[config.mk]
export PLATFORM = sky130hd
export DESIGN_NAME = mem_wb_align
export DESIGN_NICKNAME = d
export VERILOG_FILES = /design/src/rtl/mem_wb_align_pkg.sv /design/src/rtl/mem_wb_align_load_aligner.sv /design/src/rtl/mem_wb_align.sv
export SDC_FILE = /design/constraint.sdc
export NUM_CORES = 1
export LEC_CHECK = 0
export BUFFER_PORTS_ARGS = -buffer_cell sky130_fd_sc_hd__buf_2
export CAP_MARGIN = 15
export CORE_MARGIN = 1.5
export CORE_UTILIZATION = 45
export CTS_CLUSTER_SIZE = 30
export DETAILED_ROUTE_END_ITERATION = 10
export PLACE_DENSITY = 0.78
export SLEW_MARGIN = 0
export SYNTH_ARGS = -nofsm -noshare
export SYNTH_HDL_FRONTEND = slang
export SYNTH_HIERARCHICAL = 1
export SYNTH_SLANG_ARGS = --single-unit
[constraint.sdc]
create_clock -name clk_i -period 2.2 [get_ports clk_i]
set_clock_uncertainty 0.05 [all_clocks]
set_input_delay 0.22 -clock clk_i [delete_from_list [all_inputs] [get_ports clk_i]]
set_output_delay 0.22 -clock clk_i [all_outputs]
set_load 0.05 [all_outputs]
[src/rtl/mem_wb_align_pkg.sv]
// Shared widths, load funct3 encodings and FSM states for the load
// writeback alignment stage.
package mem_wb_align_pkg;

  localparam int DATA_W = 64;
  localparam int ADDR_W = 40;

  localparam logic [2:0] F3_LB  = 3'b000;
  localparam logic [2:0] F3_LH  = 3'b001;
  localparam logic [2:0] F3_LW  = 3'b010;
  localparam logic [2:0] F3_LD  = 3'b011;
  localparam logic [2:0] F3_LBU = 3'b100;
  localparam logic [2:0] F3_LHU = 3'b101;
  localparam logic [2:0] F3_LWU = 3'b110;
  localparam logic [2:0] F3_LDU = 3'b111;

  typedef enum logic [1:0] {
    S_IDLE = 2'd0,
    S_WAIT = 2'd1,
    S_HOLD = 2'd2
  } state_e;

endpackage

[src/rtl/mem_wb_align_load_aligner.sv]
// Combinational load data alignment: shift the doubleword down to the
// addressed byte, then sign- or zero-extend according to funct3.
module load_aligner
  import mem_wb_align_pkg::*;
(
  input  logic [DATA_W-1:0] data,
  input  logic [2:0]        addr,
  input  logic [2:0]        funct3,
  output logic [DATA_W-1:0] result
);

  logic [DATA_W-1:0] shifted;

  always_comb begin
    shifted = data >> {addr, 3'b000};
    result  = shifted;
    case (funct3)
      F3_LB:   result = {{56{shifted[7]}},  shifted[7:0]};
      F3_LH:   result = {{48{shifted[15]}}, shifted[15:0]};
      F3_LW:   result = {{32{shifted[31]}}, shifted[31:0]};
      F3_LD:   result = shifted;
      F3_LBU:  result = {56'd0, shifted[7:0]};
      F3_LHU:  result = {48'd0, shifted[15:0]};
      F3_LWU:  result = {32'd0, shifted[31:0]};
      F3_LDU:  result = shifted;
      default: result = shifted;
    endcase
  end

endmodule

[src/rtl/mem_wb_align.sv]
// Captures an outstanding dcache load, aligns its response and holds it
// for writeback; handles nack replay, watchdog timeout and kill flushes.
module mem_wb_align
  import mem_wb_align_pkg::*;
#(
  parameter int unsigned TIMEOUT_CYCLES = 255
) (
  input  logic              clk_i,
  input  logic              rst_i,
  input  logic              req_valid_i,
  output logic              req_ready_o,
  input  logic [2:0]        req_addr_i,
  input  logic [3:0]        req_op_type_i,
  input  logic [4:0]        req_rd_i,
  input  logic [ADDR_W-1:0] req_pc_i,
  input  logic              dmem_resp_valid_i,
  input  logic [DATA_W-1:0] dmem_resp_bits_data_i,
  input  logic              dmem_resp_bits_nack_i,
  input  logic              kill_i,
  output logic              wb_valid_o,
  input  logic              wb_ready_i,
  output logic [DATA_W-1:0] wb_data_o,
  output logic [4:0]        wb_rd_o,
  output logic [ADDR_W-1:0] wb_pc_o,
  output logic              replay_o,
  output logic              timeout_o
);

  // The counter holds the number of WAIT cycles already elapsed, so the
  // watchdog fires at the end of the TIMEOUT_CYCLES-th silent WAIT cycle.
  localparam logic [7:0] TIMEOUT_LAST = 8'(TIMEOUT_CYCLES - 1);

  state_e            state_q, state_d;
  logic [2:0]        addr_q, funct3_q;
  logic [4:0]        rd_q;
  logic [ADDR_W-1:0] pc_q;
  logic [DATA_W-1:0] data_q, aligned;
  logic [7:0]        cnt_q;
  logic              replay_q, replay_d, timeout_q, timeout_d;
  logic              load_data, capture;
  logic              unused_op_class;

  // Bit 3 of the op type only classifies the op upstream; funct3 drives alignment.
  assign unused_op_class = req_op_type_i[3];

  assign req_ready_o = (state_q == S_IDLE) | ((state_q == S_HOLD) & wb_ready_i);
  assign capture     = req_valid_i & req_ready_o & ~kill_i;

  load_aligner u_aligner (
    .data   (dmem_resp_bits_data_i),
    .addr   (addr_q),
    .funct3 (funct3_q),
    .result (aligned)
  );

  always_comb begin
    state_d   = state_q;
    replay_d  = 1'b0;
    timeout_d = 1'b0;
    load_data = 1'b0;
    if (kill_i) begin
      state_d = S_IDLE;
    end else begin
      case (state_q)
        S_IDLE: begin
          if (capture) state_d = S_WAIT;
        end
        S_WAIT: begin
          if (dmem_resp_valid_i) begin
            state_d   = S_HOLD;
            load_data = 1'b1;
          end else if (dmem_resp_bits_nack_i) begin
            state_d  = S_IDLE;
            replay_d = 1'b1;
          end else if (cnt_q == TIMEOUT_LAST) begin
            state_d   = S_IDLE;
            timeout_d = 1'b1;
          end
        end
        S_HOLD: begin
          if (wb_ready_i) state_d = capture ? S_WAIT : S_IDLE;
        end
        default: state_d = S_IDLE;
      endcase
    end
  end

  always_ff @(posedge clk_i) begin
    if (rst_i) begin
      state_q   <= S_IDLE;
      addr_q    <= '0;
      funct3_q  <= '0;
      rd_q      <= '0;
      pc_q      <= '0;
      data_q    <= '0;
      cnt_q     <= '0;
      replay_q  <= 1'b0;
      timeout_q <= 1'b0;
    end else begin
      state_q   <= state_d;
      replay_q  <= replay_d;
      timeout_q <= timeout_d;
      cnt_q     <= (state_q == S_WAIT && state_d == S_WAIT) ? cnt_q + 8'd1 : '0;
      if (capture) begin
        addr_q   <= req_addr_i;
        funct3_q <= req_op_type_i[2:0];
        rd_q     <= req_rd_i;
        pc_q     <= req_pc_i;
      end
      if (load_data) data_q <= aligned;
    end
  end

  assign wb_valid_o = (state_q == S_HOLD);
  assign wb_data_o  = data_q;
  assign wb_rd_o    = rd_q;
  assign wb_pc_o    = pc_q;
  assign replay_o   = replay_q;
  assign timeout_o  = timeout_q;

endmodule

==> results.toml, run 1 <==
[outcome]
status = "finished clean"

[synth]
syn_area_per_cell_sq_um = 8.41
ys_top_cells_by_area = "dfxtp_1, nand2_1, mux4_2"
ys_types = 49
synth_cells = 816
synth_seq_cells = 127
synth_flop_cell = "dfxtp_1"
synth_warnings = 6
synth_edf_count = 0
syn_area_sq_um = 6870
ys_seq_area_frac = 0.370
async_reset_ff_frac = 0
netlist.area_leader.share = 0.370
synth_top_cell_by_area = "dfxtp_1"
synth_nets = 941

[floorplanning]
initial_core_util = 0.467
die_h_um = 127
dieWidth_um = 127
coreArea_sq_um = 14700
row_count = 44
ioPinCount = 236
dieArea_sq_um = 16000

[detailed_routing]
ant_nets = 0
vias = 7185
remaining_drc_errors = 0
drt_iter0_markers = 622
drtPass1Iterations = 6
totalWireLength_um = 21900
routed_via_density = 5.65
wl_per_cell_um = 17.2

[global_route]
grt_max_degree = 117
grtUsageMet3 = 0.0662
busiest_layer = "met2"
grt_antenna_before_repair = 0
overflow = 0
grt_pass1_vias = 6907
grt_use_total = 0.272
use_met1 = 0.319
grt_pass1_wl_um = 34600
met2_usage = 0.464

[finish]
insertedDiodeCount = 0
fill_cells = 1168
final_util = 0.631
drive_above_1_share = 0.334
regArea_sq_um = 2540
final_cell_area_sq_um = 9280
multi_input_area_sq_um = 3800
area_growth_pct = 35.2
finalNetCount = 1199

[pwr]
p_sw_frac = 0.290
power.total_mw = 6.66
power_density_nw_per_um2 = 718
irDropWorstVdd_mv = 0.603
p_comb_frac = 0.184
p_clk_frac = 0.454
leakage_nw = 3.87
p_int_mw = 4.73
switchingPower_mw = 1.93
pwr-share-seq = 0.362

[min_path]
hold_class = "in2reg"

[critical_path]
cp-end-kind = "flop"
cp-startpoint = "addr_q[1]"
critPathKind = "reg2reg"
reg2reg_from = "addr_q[1]"
crit_fanout = 48
critPathLaunchType = "flop"
crit_arrival_ns = 2.27
cp.required_ns = 2.42
reg2reg_to = "wb_data_o[38]"
r2r.worst_path.cells = 9
reg2reg_slack_ns = 0.16
crit_end = "wb_data_o[38]"

[clocking]
numCtsBuffers = 17
clk_path_buf_depth = 2
clock_latency_ns = 0.42
path_clk_slew_ns = 0.06
clkSinkCount = 127
cts_max_level = 4
clockRootBuffer = "clkbuf_16"
cts_tree = "done"

[placement]
hpwl_um = 14100
place_ws_ns = 0.114
place.gp.congestion = 0.898
placed_area_sq_um = 8090
port_buffers = 234

[timing]
rsz0062_at_grt = "no"
fmax_mhz = 489
fin_setup_tns_ns = 0
slew_headroom = 0.569
min_period_ns = 2.04
worst_slew_pin_slew_ns = 0.647
postLayoutSetupSlackWorst_ns = 0.156
finalHoldViolCount = 0
setup_viol = 0
fin_crit_sh = 0.929
finalMaxSlewViolations = 0

[flow_run]
drv_cap = 0
[kinds of logic after synthesis]
family | Yosys count | synth area share
and+or+nand+nor | 377 | 0.245
AOI/OAI and AO/OA | 152 | 0.125
DFF | 127 | 0.370
buffers and inverters | 81 | 0.0773
muxes | 71 | 0.171
xor gates and xnor gates | 6 | 0.00765
adders and majority gates | 2 | 0.00364
[synthesized netlist by cell type, types with 4 or more instances]
master	instances
a21oi_1	115
nor2_1	17
clkbuf_1	16
buf_4	13
mux2_2	15
mux4_2	35
buf_6	19
nand3_1	24
a22oi_1	16
nor2b_1	6
nand4_1	34
nand2_1	269
mux2i_1	20
inv_1	4
buf_2	27
dfxtp_1	127
o21ai_0	8
o2bb2ai_1	7
[cells in the final DEF (no fill, tap or decap), types with 3 or more instances in the layout]
cell and instances:
nand2_1 269, buf_2 233, dfxtp_1 125, a21oi_1 115, dlygate4sd3_1 52, mux4_2 35, nand4_1 34, nand3_1 24
buf_4 20, mux2i_1 20, clkbuf_16 18, nor2_1 17, a22oi_1 16, mux2_2 15, buf_12 10, o21ai_0 8
o2bb2ai_1 7, inv_6 6, nor2b_1 5, inv_1 4, xor2_1 3, xnor2_1 3, bufinv_16 3, inv_8 3
[worst min path at each step]
stage	startpoint	to	slack, ns	cells after the start
CTS	req_addr_i[1]	addr_q[1]	0.001	3
floorplan	dmem_resp_bits_nack_i	timeout_o	0.25	1
global placement	dmem_resp_bits_nack_i	timeout_o	0.37	2
finish	req_addr_i[1]	addr_q[1]	0.008	3
global route	req_addr_i[1]	addr_q[1]	0.007	3
detailed placement	dmem_resp_bits_nack_i	timeout_o	0.37	2
[cell type report]
| type | instances | share of cell area |
|---|---|---|
| Tap cell | 184 | 0.0248 |
| Multi-Input combinational cell | 608 | 0.409 |
| Timing Repair Buffer | 316 | 0.222 |
| Clock inverter | 14 | 0.0208 |
| Clock buffer | 18 | 0.0473 |
| Sequential cell | 127 | 0.274 |
| Inverter | 4 | 0.00162 |
[through the flow]
stage               hold slack [ns]  cells
floorplan                     0.248    816
detailed placement            0.367   1184
global route                0.00721   1271
finish                      0.00797   1271
CTS                         0.00123   1268
global placement              0.371   1184
[registers in the layout (all words and copies together) (netlist names)]
| register | count |
|---|---|
| addr_q | 3 |
| cnt_q | 8 |
| timeout_o | 1 |
| wb_data_o | 64 |
| wb_rd_o | 5 |
| wb_pc_o | 40 |
| replay_o | 1 |
| state_q | 2 |
| funct3_q | 3 |
[power groups by stage]
stage / Combinational [mW] / Clock [mW] / Sequential, mW
6_report: 1.23 / 3.03 / 2.41
5_1_grt: 1.30 / 3.17 / 2.42
4_1_cts: 1.17 / 3.06 / 2.41
3_5_place_dp: 1.09 / 0 / 2.46
3_3_place_gp: 1.08 / 0 / 2.45
2_1_floorplan: 0.592 / 0 / 2.64
[what timing repair did]
item / 4_1_cts / 5_1_grt
setup buffers: 0 / 2
gates resized for setup: 0 / 1
hold endpoints to repair: 52 / 0
setup endpoints to repair: 0 / 8
hold buffers: 52 / 0
[worst max-delay path, stage by stage, from the launching register on]
cell,delay (ns)
dfxtp_2,0.44
buf_12,0.23
mux2i_1,0.27
buf_4,0.16
a22oi_2,0.08
nand4_2,0.11
buf_12,0.23
nand4_1,0.14
nand2_1,0.08
a21oi_1,0.07
[metal layers]
| layer | vias up | part of all wire |
|---|---|---|
| li1 | 3365 | - |
| met1 | 3374 | 0.38 |
| met2 | 380 | 0.50 |
| met3 | 66 | 0.084 |
| met4 | 0 | 0.036 |
| met5 | - | 0 |
(Power assumes the default switching activity.)
==> run 2, diff against run 1 <==
CORE_UTILIZATION = 51   (was 45)
PLACE_DENSITY = 0.86   (was 0.78)
clock period = 2.1 ns   (was 2.2 ns; I/O delays follow)
==> run 2 against run 1 <==
Fmax rose by 2.7%. Largest cell class unchanged. Die area fell by 11%. Clock-buffer cell count fell by 1. Non-clock buffer count did not move. Total power fell by 0.81%. Flip-flop and latch count did not move. Critical path type unchanged. Register-to-register slack got worse by 0.05 ns. Combinational power barely moved. Clock power fell by 6.9%. Critical path depth fell by 1. Core utilization rose by 6.4 points. Setup slack got worse by 0.046 ns. Critical endpoint is now wb_data_o[42].
==> results.toml, run 2 (synthesis gave the netlist of run 1 again) <==
[critical_path]
crit_arrival_ns = 2.28
crit_chain = "buf_4 -> nor2b_1 -> a22oi_2 -> nand4_2 -> buf_12 -> nand4_1 -> nand2_1 -> a21oi_1"
path_buf_inv = 2
critPathLaunchType = "flop"
cpPeakStageDelay_ns = 0.48
slowest_stage = "dfxtp_2"
crit_fanout = 35
cp-end-kind = "flop"
crit_family = "simple AND/OR/NAND/NOR gates"
cp.required_ns = 2.39
critPathKind = "reg2reg"

[detailed_routing]
wl_per_cell_um = 17.9
ant_nets = 0
routed_via_density = 5.86
drt_iter0_markers = 730
drtPass1Iterations = 5
remaining_drc_errors = 0
vias = 7391
totalWireLength_um = 22600

[finish]
final_cell_mix = "nand2_1, buf_2, dfxtp_1"
area_growth_pct = 33.6
largest_reg_flops = 64
finalNetCount = 1199
insertedDiodeCount = 0
layout_commonest_cell = "nand2_1"
drive_above_1_share = 0.336
fill_cells = 951
multi_input_area_sq_um = 3810
regArea_sq_um = 2550

[global_route]
grt_pass1_vias = 7158
grt_use_total = 0.314
grt_antenna_before_repair = 0
grt_max_degree = 117
grt_pass1_wl_um = 35300
overflow = 0

[timing]
worst_slew_pin_slew_ns = 0.560
fin_crit_sh = 0.948
fmax_mhz = 502
finalHoldViolCount = 0
fin_setup_tns_ns = 0
rsz0062_at_grt = "no"
min_period_ns = 1.99
slew_headroom = 0.627
postLayoutSetupSlackWorst_ns = 0.109
finalMaxSlewViolations = 0
setup_viol = 0

[min_path]
hold_class = "in2reg"

[floorplanning]
coreArea_sq_um = 13200
die_h_um = 119
initial_core_util = 0.521
dieWidth_um = 119
ioPinCount = 236
row_count = 42
dieArea_sq_um = 14200

[clocking]
cts_tree = "done"
clock_latency_ns = 0.43
path_clk_slew_ns = 0.07
cts_max_level = 4
clk_path_buf_depth = 2
clkSinkCount = 127
clockRootBuffer = "clkbuf_16"
numCtsBuffers = 17

[placement]
place_ws_ns = 0.0965
place.gp.congestion = 0.858
port_buffers = 234
hpwl_um = 13900

[outcome]
status = "finished clean"

[pwr]
power_density_nw_per_um2 = 720
irDropWorstVdd_mv = 0.673
leakage_nw = 3.82

[flow_run]
drv_cap = 0
-- run 2: worst paths after layout --
path	from	end	slack, ns	cells past startpoint
hold reg to reg	wb_data_o[51]	wb_data_o[51]	0.40	2
hold / removal	kill_i	state_q[1]	0.01	2
setup / recovery	addr_q[0]	wb_data_o[42]	0.11	8
setup reg to reg	addr_q[0]	wb_data_o[42]	0.11	8
-- run 2: through the flow --
stage / total power [mW] / utilization / instance area (sq um) / instances / hold slack [ns]
5_1_grt: 6.79 / 0.695 / 9170 / 1262 / 0.0150
6_report: 6.61 / 0.695 / 9170 / 1262 / 0.0139
3_3_place_gp: 3.69 / 0.612 / 8070 / 1179 / 0.355
2_1_floorplan: 3.39 / - / 6870 / 816 / 0.238
4_1_cts: 6.56 / 0.694 / 9150 / 1262 / 0.00230
3_5_place_dp: 3.71 / 0.612 / 8070 / 1179 / 0.360
-- run 2: cell type report --
| cell class | instances | area share |
|---|---|---|
| flip-flops and latches | 127 | 0.278 |
| clock inverters | 14 | 0.0145 |
| multi-input cells | 608 | 0.415 |
| clock buffers | 17 | 0.0464 |
| repair buffers | 316 | 0.221 |
| well taps | 176 | 0.0240 |
| inverters | 4 | 0.00164 |
-- run 2: layer usage --
metal,vias to the layer above,routed length [um],global-route usage
li1,3364,-,-
met1,3508,8470,0.369
met2,436,11300,0.543
met3,83,1900,0.0651
met4,0,971,0.158
met5,-,0,0
-- run 2: what timing repair did --
| action | CTS | global route |
|---|---|---|
| hold endpoints to repair | 52 | 0 |
| buffers inserted | 0 | 0 |
| hold buffers | 52 | 0 |
| endpoints found under the setup margin | 0 | 56 |
| gates resized for setup | 0 | 6 |
-- run 2: power breakdown --
part	total, mW	switching, mW	internal (mW)
combinational	1.26	0.750	0.507
clock	2.82	1.18	1.64
sequential	2.53	0.0501	2.48
==> run 3, diff against run 2 <==
HOLD_SLACK_MARGIN = 0.12   (was unset)
==> run 3 against run 2 <==
Via count up 0.57%. Register-to-register slack barely moved. Hold slack improved by 0.16 ns. Total power rose by 0.26%. Die area unchanged. Clock power barely moved. Non-clock buffer count increased by 6. Wire length grew 2.3%. Combinational power barely moved. First-iteration DRC count grew 2.2%. Critical endpoint unchanged. Largest power group unchanged.
==> results.toml, run 3 (synthesis gave the netlist of run 1 again) <==
[outcome]
status = "finished clean"

[finish]
final_cell_mix = "nand2_1, buf_2, dfxtp_1"
fill_cells = 950
insertedDiodeCount = 0
drive_above_1_share = 0.334
area_growth_pct = 34.4
final_cells = 1268
layout_commonest_cell = "nand2_1"
final_util = 0.700
finalNetCount = 1205
largest_reg_flops = 64

[critical_path]
cp-end-kind = "flop"
reg2reg_from = "addr_q[0]"
crit_arrival_ns = 2.27
reg2reg_slack_ns = 0.12
crit_fanout = 35
cp.required_ns = 2.39
r2r.worst_path.cells = 8
critPathLaunchType = "flop"
reg2reg_to = "wb_data_o[42]"
critPathKind = "reg2reg"

[global_route]
grt_pass1_wl_um = 36100
grt_pass1_vias = 7265
grt_antenna_before_repair = 0
grt_max_degree = 117
grt_use_total = 0.322
overflow = 0

[floorplanning]
die_h_um = 119
initial_core_util = 0.521
coreArea_sq_um = 13200
ioPinCount = 236
row_count = 42
dieArea_sq_um = 14200
dieWidth_um = 119

[timing]
postLayoutSetupSlackWorst_ns = 0.119
setup_viol = 0
slew_headroom = 0.637
fmax_mhz = 505
worst_slew_pin_slew_ns = 0.542
rsz0062_at_grt = "no"
finalHoldViolCount = 0
fin_crit_sh = 0.943
finalMaxSlewViolations = 0
min_period_ns = 1.98
fin_setup_tns_ns = 0

[clocking]
clockRootBuffer = "clkbuf_16"
clk_path_buf_depth = 2
path_clk_slew_ns = 0.06
cts_max_level = 4
cts_tree = "done"
clkSinkCount = 127
numCtsBuffers = 17
clock_latency_ns = 0.43

[detailed_routing]
remaining_drc_errors = 0
routed_via_density = 5.86
totalWireLength_um = 23100
drtPass1Iterations = 5
drt_iter0_markers = 746
wl_per_cell_um = 18.2
vias = 7433
ant_nets = 0

[placement]
dp_cells = 1179
place_ws_ns = 0.0965
place.gp.congestion = 0.858
port_buffers = 234
hpwl_um = 13900

[flow_run]
drv_cap = 0

[pwr]
power.total_mw = 6.62
irDropWorstVdd_mv = 0.597
power_density_nw_per_um2 = 718
leakage_nw = 3.85

[min_path]
hp-start = "dmem_resp_valid_i"
min_delay_path_depth = 3
hold_class = "in2reg"
whs_endpoint = "replay_o"
[run 3: cell types whose count changed in the layout (fill, tap and decap cells not counted)]
cell | before | now
dlygate4sd3_1 | 52 | 58
[run 3: worst max path at each step]
stage,depth (start not counted),start,end
final,8,addr_q[0],wb_data_o[42]
after global routing,8,addr_q[0],wb_data_o[42]
after CTS,8,addr_q[0],wb_data_o[11]
after detailed placement,6,addr_q[1],wb_data_o[29]
after global placement,6,addr_q[1],wb_data_o[24]
after floorplan,7,addr_q[0],wb_data_o[0]
[run 3: layout make-up]
class / instances / area [sq um] / area share
clock buffers: 17 / 425 / 0.0461
clock inverters: 14 / 133 / 0.0144
flip-flops and latches: 127 / 2550 / 0.276
multi-input cells: 608 / 3810 / 0.412
repair buffers: 322 / 2080 / 0.226
inverters: 4 / 15.0 / 0.00163
well taps: 176 / 220 / 0.0239
[run 3: per-layer routing]
metal / wire length [um] / GRT usage / vias to the layer above
met4: 1130 / 0.170 / 0
met1: 8660 / 0.367 / 3523
li1: - / - / 3373
met5: 0 / 0 / -
met2: 11400 / 0.557 / 436
met3: 1920 / 0.0795 / 101
[run 3: metrics by stage]
step	area, sq um	hold slack [ns]
final	9230	0.179
after detailed placement	8070	0.360
after floorplan	6870	0.238
after global placement	8070	0.355
after CTS	9210	0.152
after global routing	9230	0.184
[run 3: where the power goes]
| part | internal, mW | leakage, nW | switching, mW |
|---|---|---|---|
| registers | 2.48 | 1.03 | 0.0512 |
| logic | 0.511 | 2.55 | 0.753 |
| clock network | 1.64 | 0.273 | 1.19 |
[run 3: repair_timing]
item,4_1_cts,5_1_grt
setup endpoints to repair,0,56
setup buffers,0,0
endpoints found under the hold margin,55,0
resized for setup,0,6
hold buffers,58,0
[run 3: worst max-delay path: stages (launching register included)]
cell     delay [ns]
dfxtp_2        0.48
buf_4          0.20
nor2b_1        0.06
a22oi_2        0.20
nand4_2        0.28
buf_12         0.28
nand4_1        0.12
nand2_1        0.07
a21oi_1        0.14
